## config.mk

```make
export PLATFORM = sky130hd
export DESIGN_NAME = laser_fire_sched
export DESIGN_NICKNAME = d
export VERILOG_FILES = /design/src/rtl/laser_fire_sched.sv
export SDC_FILE = /design/constraint.sdc
export NUM_CORES = 1
export LEC_CHECK = 0
export CAP_MARGIN = 15
export CORE_MARGIN = 5
export CORE_UTILIZATION = 30
export DETAILED_ROUTE_END_ITERATION = 12
export GPL_ROUTABILITY_DRIVEN = 1
export SLEW_MARGIN = 25
export SYNTH_ARGS = -nofsm -noshare
export SYNTH_HDL_FRONTEND = slang
export SYNTH_SLANG_ARGS = --single-unit
export TNS_END_PERCENT = 20
```

## constraint.sdc

```tcl
create_clock -name clk -period 2.4 [get_ports clk]
set_clock_uncertainty 0.05 [all_clocks]
set_input_delay 0.48 -clock clk [delete_from_list [all_inputs] [get_ports clk]]
set_output_delay 0.48 -clock clk [all_outputs]
set_load 0.005 [all_outputs]
```

## src/rtl/laser_fire_sched.sv

```systemverilog
// laser_fire_sched: frame-level scheduler for the laser repetition generator.
// Gates laser_enable to the scan frame bounded by motor zero pulses, converts
// send_en strobes into indexed fire pulses, stages the 240-bit offset pattern
// for atomic application at frame boundaries and detects a missing zero pulse.
// Optional per-frame statistics are enabled by defining FRAME_STAT_EN.
module laser_fire_sched #(
    parameter int unsigned  PULSE_NUM    = 811,
    parameter int unsigned  ZERO_TIMEOUT = 125_000_000,
    parameter logic [239:0] PRESDO_INIT  = 240'h000000000000111111111111222222222222333333333333444444444444
) (
    input  logic         clk,
    input  logic         rst_n,
    input  logic         scan_start,
    input  logic         zero_pulse,
    input  logic         send_en,
    output logic         laser_enable,
    output logic         fire,
    output logic [15:0]  pulse_idx,
    output logic         frame_done,
    output logic         frame_err,
    output logic         motor_fault,
    input  logic         cfg_wr,
    input  logic [2:0]   cfg_addr,
    input  logic [31:0]  cfg_data,
    input  logic         cfg_commit,
    output logic         cfg_pending,
    output logic [239:0] laser_presdo,
    output logic [15:0]  fire_cnt_last,
    output logic [15:0]  err_cnt
);

    // Timer is at least 27 bits so the default 1 s timeout at 125 MHz fits.
    localparam int unsigned   TW       = ($clog2(ZERO_TIMEOUT) > 27) ? $clog2(ZERO_TIMEOUT) : 27;
    localparam logic [15:0]   LAST_IDX = 16'(PULSE_NUM - 1);
    localparam logic [TW-1:0] TIMER_TC = TW'(ZERO_TIMEOUT - 1);

    typedef enum logic [4:0] {
        IDLE      = 5'b00001,
        WAIT_ZERO = 5'b00010,
        SCAN      = 5'b00100,
        HOLD      = 5'b01000,
        FAULT     = 5'b10000
    } state_t;

    state_t         state_r;
    logic [TW-1:0]  timer_r;
    logic [15:0]    frame_cnt_r;
    logic           laser_enable_r;
    logic           fire_r;
    logic [15:0]    pulse_idx_r;
    logic           frame_done_r;
    logic           frame_err_r;
    logic           motor_fault_r;
    logic           cfg_pending_r;
    logic [239:0]   staging_r;
    logic [239:0]   presdo_r;

    logic           boundary_s;
    logic           fire_s;
    logic           last_fire_s;
    logic           early_zero_s;
    logic           timeout_s;
    logic           apply_s;
    logic [TW-1:0]  timer_inc_s;
    logic [239:0]   staging_nxt_s;

    // Decode of frame events and the staging value including any same-cycle write.
    always_comb begin
        boundary_s   = scan_start && zero_pulse &&
                       ((state_r == WAIT_ZERO) || (state_r == SCAN) || (state_r == HOLD));
        fire_s       = scan_start && (state_r == SCAN) && send_en && !zero_pulse;
        last_fire_s  = fire_s && (frame_cnt_r == LAST_IDX);
        early_zero_s = boundary_s && (state_r == SCAN);
        timeout_s    = scan_start && !zero_pulse && (timer_r == TIMER_TC) &&
                       ((state_r == WAIT_ZERO) || (state_r == HOLD));
        // No frame runs in IDLE/FAULT, so a commit there applies immediately.
        apply_s      = (((state_r == IDLE) || (state_r == FAULT)) && (cfg_commit || cfg_pending_r)) ||
                       (boundary_s && (cfg_commit || cfg_pending_r));
        timer_inc_s  = (timer_r == TIMER_TC) ? timer_r : (timer_r + TW'(1));
        staging_nxt_s = staging_r;
        if (cfg_wr) begin
            case (cfg_addr)
                3'd0:    staging_nxt_s[31:0]    = cfg_data;
                3'd1:    staging_nxt_s[63:32]   = cfg_data;
                3'd2:    staging_nxt_s[95:64]   = cfg_data;
                3'd3:    staging_nxt_s[127:96]  = cfg_data;
                3'd4:    staging_nxt_s[159:128] = cfg_data;
                3'd5:    staging_nxt_s[191:160] = cfg_data;
                3'd6:    staging_nxt_s[223:192] = cfg_data;
                3'd7:    staging_nxt_s[239:224] = cfg_data[15:0];
                default: staging_nxt_s          = staging_r;
            endcase
        end else begin
            staging_nxt_s = staging_r;
        end
    end

    // Frame FSM with registered strobes, enable, index and zero-pulse timer.
    always_ff @(posedge clk or negedge rst_n) begin
        if (!rst_n) begin
            state_r        <= IDLE;
            timer_r        <= '0;
            frame_cnt_r    <= 16'd0;
            laser_enable_r <= 1'b0;
            fire_r         <= 1'b0;
            pulse_idx_r    <= 16'd0;
            frame_done_r   <= 1'b0;
            frame_err_r    <= 1'b0;
            motor_fault_r  <= 1'b0;
        end else begin
            fire_r       <= 1'b0;
            frame_done_r <= 1'b0;
            frame_err_r  <= 1'b0;
            if (!scan_start) begin
                // Host abort: silent return to IDLE, no fire and no frame_done.
                state_r        <= IDLE;
                laser_enable_r <= 1'b0;
                motor_fault_r  <= 1'b0;
                timer_r        <= '0;
            end else begin
                case (state_r)
                    IDLE: begin
                        state_r <= WAIT_ZERO;
                        timer_r <= '0;
                    end
                    WAIT_ZERO: begin
                        if (zero_pulse) begin
                            state_r        <= SCAN;
                            laser_enable_r <= 1'b1;
                            frame_cnt_r    <= 16'd0;
                            timer_r        <= '0;
                        end else if (timeout_s) begin
                            state_r        <= FAULT;
                            laser_enable_r <= 1'b0;
                            motor_fault_r  <= 1'b1;
                        end else begin
                            timer_r <= timer_inc_s;
                        end
                    end
                    SCAN: begin
                        if (zero_pulse) begin
                            // Early zero: close the short frame and start a new one.
                            frame_done_r <= 1'b1;
                            frame_err_r  <= 1'b1;
                            frame_cnt_r  <= 16'd0;
                            timer_r      <= '0;
                        end else begin
                            timer_r <= timer_inc_s;
                            if (fire_s) begin
                                fire_r      <= 1'b1;
                                pulse_idx_r <= frame_cnt_r;
                                frame_cnt_r <= frame_cnt_r + 16'd1;
                            end else begin
                                fire_r <= 1'b0;
                            end
                            if (last_fire_s) begin
                                frame_done_r   <= 1'b1;
                                laser_enable_r <= 1'b0;
                                state_r        <= HOLD;
                            end else begin
                                state_r <= SCAN;
                            end
                        end
                    end
                    HOLD: begin
                        laser_enable_r <= 1'b0;
                        if (zero_pulse) begin
                            state_r        <= SCAN;
                            laser_enable_r <= 1'b1;
                            frame_cnt_r    <= 16'd0;
                            timer_r        <= '0;
                        end else if (timeout_s) begin
                            state_r       <= FAULT;
                            motor_fault_r <= 1'b1;
                        end else begin
                            timer_r <= timer_inc_s;
                        end
                    end
                    FAULT: begin
                        laser_enable_r <= 1'b0;
                        motor_fault_r  <= 1'b1;
                    end
                    default: begin
                        state_r        <= IDLE;
                        laser_enable_r <= 1'b0;
                    end
                endcase
            end
        end
    end

    // Offset pattern staging and atomic application at frame boundaries.
    always_ff @(posedge clk or negedge rst_n) begin
        if (!rst_n) begin
            staging_r     <= PRESDO_INIT;
            presdo_r      <= PRESDO_INIT;
            cfg_pending_r <= 1'b0;
        end else begin
            staging_r <= staging_nxt_s;
            if (apply_s) begin
                presdo_r      <= staging_nxt_s;
                cfg_pending_r <= 1'b0;
            end else if (cfg_commit) begin
                cfg_pending_r <= 1'b1;
            end else begin
                cfg_pending_r <= cfg_pending_r;
            end
        end
    end

`ifdef FRAME_STAT_EN
    logic [15:0] fire_cnt_last_r;
    logic [15:0] err_cnt_r;

    // Per-frame fire count capture and saturating error/fault counter.
    always_ff @(posedge clk or negedge rst_n) begin
        if (!rst_n) begin
            fire_cnt_last_r <= 16'd0;
            err_cnt_r       <= 16'd0;
        end else begin
            if (last_fire_s) begin
                fire_cnt_last_r <= frame_cnt_r + 16'd1;
            end else if (early_zero_s) begin
                fire_cnt_last_r <= frame_cnt_r;
            end else begin
                fire_cnt_last_r <= fire_cnt_last_r;
            end
            if ((early_zero_s || timeout_s) && (err_cnt_r != 16'hFFFF)) begin
                err_cnt_r <= err_cnt_r + 16'd1;
            end else begin
                err_cnt_r <= err_cnt_r;
            end
        end
    end

    assign fire_cnt_last = fire_cnt_last_r;
    assign err_cnt       = err_cnt_r;
`else
    assign fire_cnt_last = 16'd0;
    assign err_cnt       = 16'd0;
`endif

    assign laser_enable = laser_enable_r;
    assign fire         = fire_r;
    assign pulse_idx    = pulse_idx_r;
    assign frame_done   = frame_done_r;
    assign frame_err    = frame_err_r;
    assign motor_fault  = motor_fault_r;
    assign cfg_pending  = cfg_pending_r;
    assign laser_presdo = presdo_r;

endmodule

```

# After elaboration in Yosys (flattened, before gate mapping)
# Index checks and enable logic that the tools add are counted.
dict set report op_classes {
  bitwise 1
  n_eq_ne 27
  muxes 48
  n_reduce_logical 28
  addsub 2
}
# operator n
set op_table {}
lappend op_table {{$mux W240} 1}
lappend op_table {{$mux W32} 7}
lappend op_table {{$mux W27} 5}
lappend op_table {{$pmux W27 S3} 1}
lappend op_table {{$mux W16} 4}
lappend op_table {{$pmux W16 S2} 1}
lappend op_table {{$add A27 B1 Y27 const B} 1}
lappend op_table {{$eq A27 B27 Y1 const B} 1}
lappend op_table {{$mux W1} 21}
lappend op_table {{$mux W5} 4}
lappend op_table {{$pmux W5 S4} 1}
lappend op_table {{$add A16 B1 Y16 const B} 1}
lappend op_table {{$eq A16 B10 Y1 const B} 1}
lappend op_table {{$eq A3 B3 Y1 const B} 4}
lappend op_table {{$ne A3 B3 Y1 const B} 4}
lappend op_table {{$reduce_and A4 Y1} 3}
lappend op_table {{$logic_and A1 B1 Y1} 11}
lappend op_table {{$ne A4 B2 Y1 const B} 2}
lappend op_table {{$ne A4 B4 Y1 const B} 2}
lappend op_table {{$eq A3 B2 Y1 const B} 2}
lappend op_table {{$logic_or A1 B1 Y1} 6}
lappend op_table {{$ne A3 B2 Y1 const B} 2}
lappend op_table {{$reduce_and A3 Y1} 2}
lappend op_table {{$eq A5 B1 Y1 const B} 1}
lappend op_table {{other kinds (16)} 18}
dict set report word_totals {
  wordCells 118
  ff_bits 550
  output_inout_bits 294
  input_bits 42
}

# Longest topological paths before layout
dict set report logic_depth {
  ltp_word 9
  ltp_mapped 9
  ltp_nobuf 7
}

# Worst setup path before layout
# Ideal clock, no wire load.
dict set report synth_path {
  kind {input to register}
  start {input cfg_addr[0]}
  end {register presdo_r[130], in the netlist laser_presdo[130]}
  slack_ns 0.138
  path_buffers 2
  arrival_ns 2.085
  setup_time_ns 0.127
  required_time_ns 2.223
  cell_stages 6
  path_cell_list {clkbuf_1 -> nand2b_1 -> nor3b_1 -> buf_2 -> mux2_2 -> mux2_1}
}
dict set report synth_via {
  elab_chain_cells 3
}
# item line_no
set synth_lines {}
lappend synth_lines {{from (decl)} 23} ;# input logic [2:0] cfg_addr,
lappend synth_lines {{$eq A3 B3 Y1} 82} ;# case (cfg_addr)
lappend synth_lines {{$mux W32} 82}
lappend synth_lines {{$mux W240} 81} ;# if (cfg_wr) begin
lappend synth_lines {{net staging_nxt_s[130]} 65} ;# logic [239:0] staging_nxt_s;
lappend synth_lines {{to (signal assigned)} 201} ;# presdo_r <= staging_nxt_s;
lappend synth_lines {{to (decl)} 56} ;# logic [239:0] presdo_r;
# The timed path passes the listed nets, and every way through them passes these cells.
# A chain may end at the register's enable or synchronous reset.

# Worst setup path after layout
dict set report layout_path {
  start {register presdo_r[18], in the netlist laser_presdo[18]}
  end {output laser_presdo[18]}
}
# item line_no
set layout_lines {}
lappend layout_lines {{to (decl)} 27} ;# output logic [239:0] laser_presdo,
# No word-level cell between the ends.

==> results.toml <==
[final_layout]
drive_gt1_frac = 0.337
area_growth_pct = 31.5
nNetsFinal = 1916
fin_area_mm2 = 0.0291
diodes = 0
fin_cells = 2880
fillCellCount = 6795

[critical_path]
crit_type = "register to primary output"
cp_num_buf_inv = 1
crit_arrival_ns = 1.75
cp_slowest_cell = "clkdlybuf4s50_1"
endpoint_kind = "primary output"
cp_top_family = "buffers and inverters"
crit_fanout = 2
cp-start-kind = "register"
path_cells = "clkdlybuf4s50_1"
slowest_delay_ns = 0.63
crit_required_ns = 1.87

[clock_tree]
cts_setup_buffers = 0
ctsRootBufferMaster = "clkbuf_16"
clkLatencyLatePin_ns = 0.60
path_clk_slew_ns = 0.06
htreeDepth = 2
cts_buffers = 60
cts_tree = "built"
clk_path_buf_depth = 3
clock_sinks = 550

[detailed_routing]
wl_per_cell_um = 19.8
vias = 13400
dr.first_iter.drc_count = 575
drc = 0
ant_nets = 0
dr.pass1.iters = 5
drt-vias-per-instance = 4.67
wirelength_um = 57000

[die]
die_y_um = 282
die_area_mm2 = 0.0793
ios = 336
initial_utilization = 0.303
rows = 99
coreArea_mm2 = 0.0731
die_w_um = 282

[timing]
hold_viol = 0
setup_viol = 0
hold_ws_ns = 0.392
tightest_slew_ns = 0.609
drv_slew = 0
fmax_mhz = 439
slew_headroom = 0.589
tns_ns = 0
layout_min_cycle_time_ns = 2.28
rsz0062_at_grt = "false"
fin_crit_sh = 0.949

[global_route]
grt_overflow_total = 0
grt_pass1_wl_um = 87800
track_usage = 0.140
grt_max_degree = 82
grt_pass1_vias = 14600
antenna_found_initial = 2

[logic_synthesis]
yosysTopAreaCellShare = 0.485
synth_top_area_cell = "dfrtp_1"
synth-simple-area-share = 0.0503
synth_fa_ha_area_frac = 0.00170
async_flop_share = 1.00
yosys_most_used_dff = "dfrtp_1"
synth_area_per_cell_um2 = 15.1
synth_top_family_by_area = "multiplexers"
synthCells = 1462
synthXorXnorAreaFrac = 0.00311
ys_seq_area_frac = 0.629
ys_seq_elements = 550
synthTopCellsByArea = "dfrtp_1 (49%), mux2_2 (15%), dfstp_2 (14%)"
synth_cell_types = 64
yosysWarnings = 0
synth-compound-area-share = 0.0270
synthMuxAreaShare = 0.251
synth-edff-count = 0
synth_area_mm2 = 0.0221

[power]
report.power.total_uw = 33900
ir_drop_uv = 551
leakagePower_uw = 0.0122
cellPowerDensity_mw_per_mm2 = 1170

[hold_path]
hold_path_class = "input pin to asynchronous set/reset pin"

[placed_design]
io_buffers = 303
dp_hpwl_um = 40400
dp.cells = 2767
placed_area_mm2 = 0.0270
gp_congestion = 0.825

[run]
drv_cap = 0

[outcome]
status = "finished clean"
power breakdown:
part	total [uW]	switching [uW]	internal (uW)
logic	10100	3650	6400
clock network	9270	3660	5610
registers	14600	1780	12800
cell type report:
type                       count  area, um2  area share
inverter                      12       45.0     0.00155
timing repair buffer         422       4360       0.150
multi-input combinational    825       7540       0.259
tap                          959       1200      0.0412
sequential                   550      13900       0.478
clock inverter                21        264     0.00908
clock buffer                  91       1770      0.0608
per-layer routing:
| metal | part of all wire | track usage | wire length (um) | vias to the layer above |
|---|---|---|---|---|
| li1 | - | - | - | 6019 |
| met1 | 0.45 | 0.189 | 25700 | 7043 |
| met2 | 0.48 | 0.240 | 27600 | 310 |
| met3 | 0.047 | 0.0269 | 2670 | 74 |
| met4 | 0.016 | 0.0281 | 940 | 2 |
| met5 | 0.00021 | 0 | 12 | - |
registers in the layout (all words and copies together) (netlist names):
register and count:
fire 1, pulse_idx 16, laser_presdo 240, staging_r 240, frame_done 1, state_r 5, motor_fault 1, frame_cnt_r 16
frame_err 1, laser_enable 1, timer_r 27, cfg_pending 1
path summary, 6_finish.rpt:
kind	cells after the start	start	slack (ns)	to
max	1	laser_presdo[18]$_DFFE_PN1N_	0.12	laser_presdo[18]
min	2	rst_n	0.39	laser_presdo[66]$_DFFE_PN0N_
max reg2reg	7	state_r[1]$_DFFE_PN0P_	0.12	laser_presdo[221]$_DFFE_PN0N_
min reg2reg	1	laser_presdo[197]$_DFFE_PN0N_	0.44	laser_presdo[197]$_DFFE_PN0N_
max in group asynchronous	4	rst_n	1.05	laser_presdo[117]$_DFFE_PN1N_
min in group clk	1	laser_presdo[197]$_DFFE_PN0N_	0.44	laser_presdo[197]$_DFFE_PN0N_
cells in the mapped netlist, types with 8 or more instances:
| library cell | instances |
|---|---|
| and3_1 | 8 |
| dfstp_2 | 121 |
| nand3_1 | 31 |
| mux2_2 | 291 |
| inv_1 | 11 |
| or4_1 | 16 |
| buf_8 | 11 |
| dfrtp_1 | 429 |
| clkbuf_1 | 22 |
| o21ai_0 | 31 |
| mux2_1 | 201 |
| o31ai_1 | 12 |
| buf_2 | 22 |
| nand2_1 | 33 |
| or3_1 | 15 |
| nor2_1 | 23 |
| a21oi_1 | 27 |
| nand4_1 | 22 |
| buf_6 | 10 |
| buf_4 | 38 |
cells by family after synthesis:
family	Yosys count
muxes	494
buffers and inverters	118
AOI/OAI and AO/OA	95
and+or+nand+nor	194
adders and majority gates	3
xor gates and xnor gates	7
DFF	550
other	1
placed cells by master (no fill, tap or decap), drive strengths merged, types with 28 or more instances in the layout:
cell type	netlist	final
conb	1	32
a21oi	28	28
dfstp	121	121
nand3	31	31
nand2	34	34
clkdlybuf4s50	0	302
mux2	492	492
o21ai	33	33
buf	84	119
clkbuf	22	91
dfrtp	429	429
what timing repair did:
action / in CTS / in global routing
endpoints found under the hold margin: 25 / 0
gates resized for setup: 1 / 4
hold buffers: 1 / 0
endpoints found under the setup margin: 1 / 229
metrics by stage:
stage,setup WS [ns],util
floorplan,0.138,-
global placement,-0.310,0.370
detailed placement,-0.321,0.370
CTS,0.0233,0.398
global route,0.00429,0.398
finish,0.122,0.398
(Power assumes the default switching activity.)
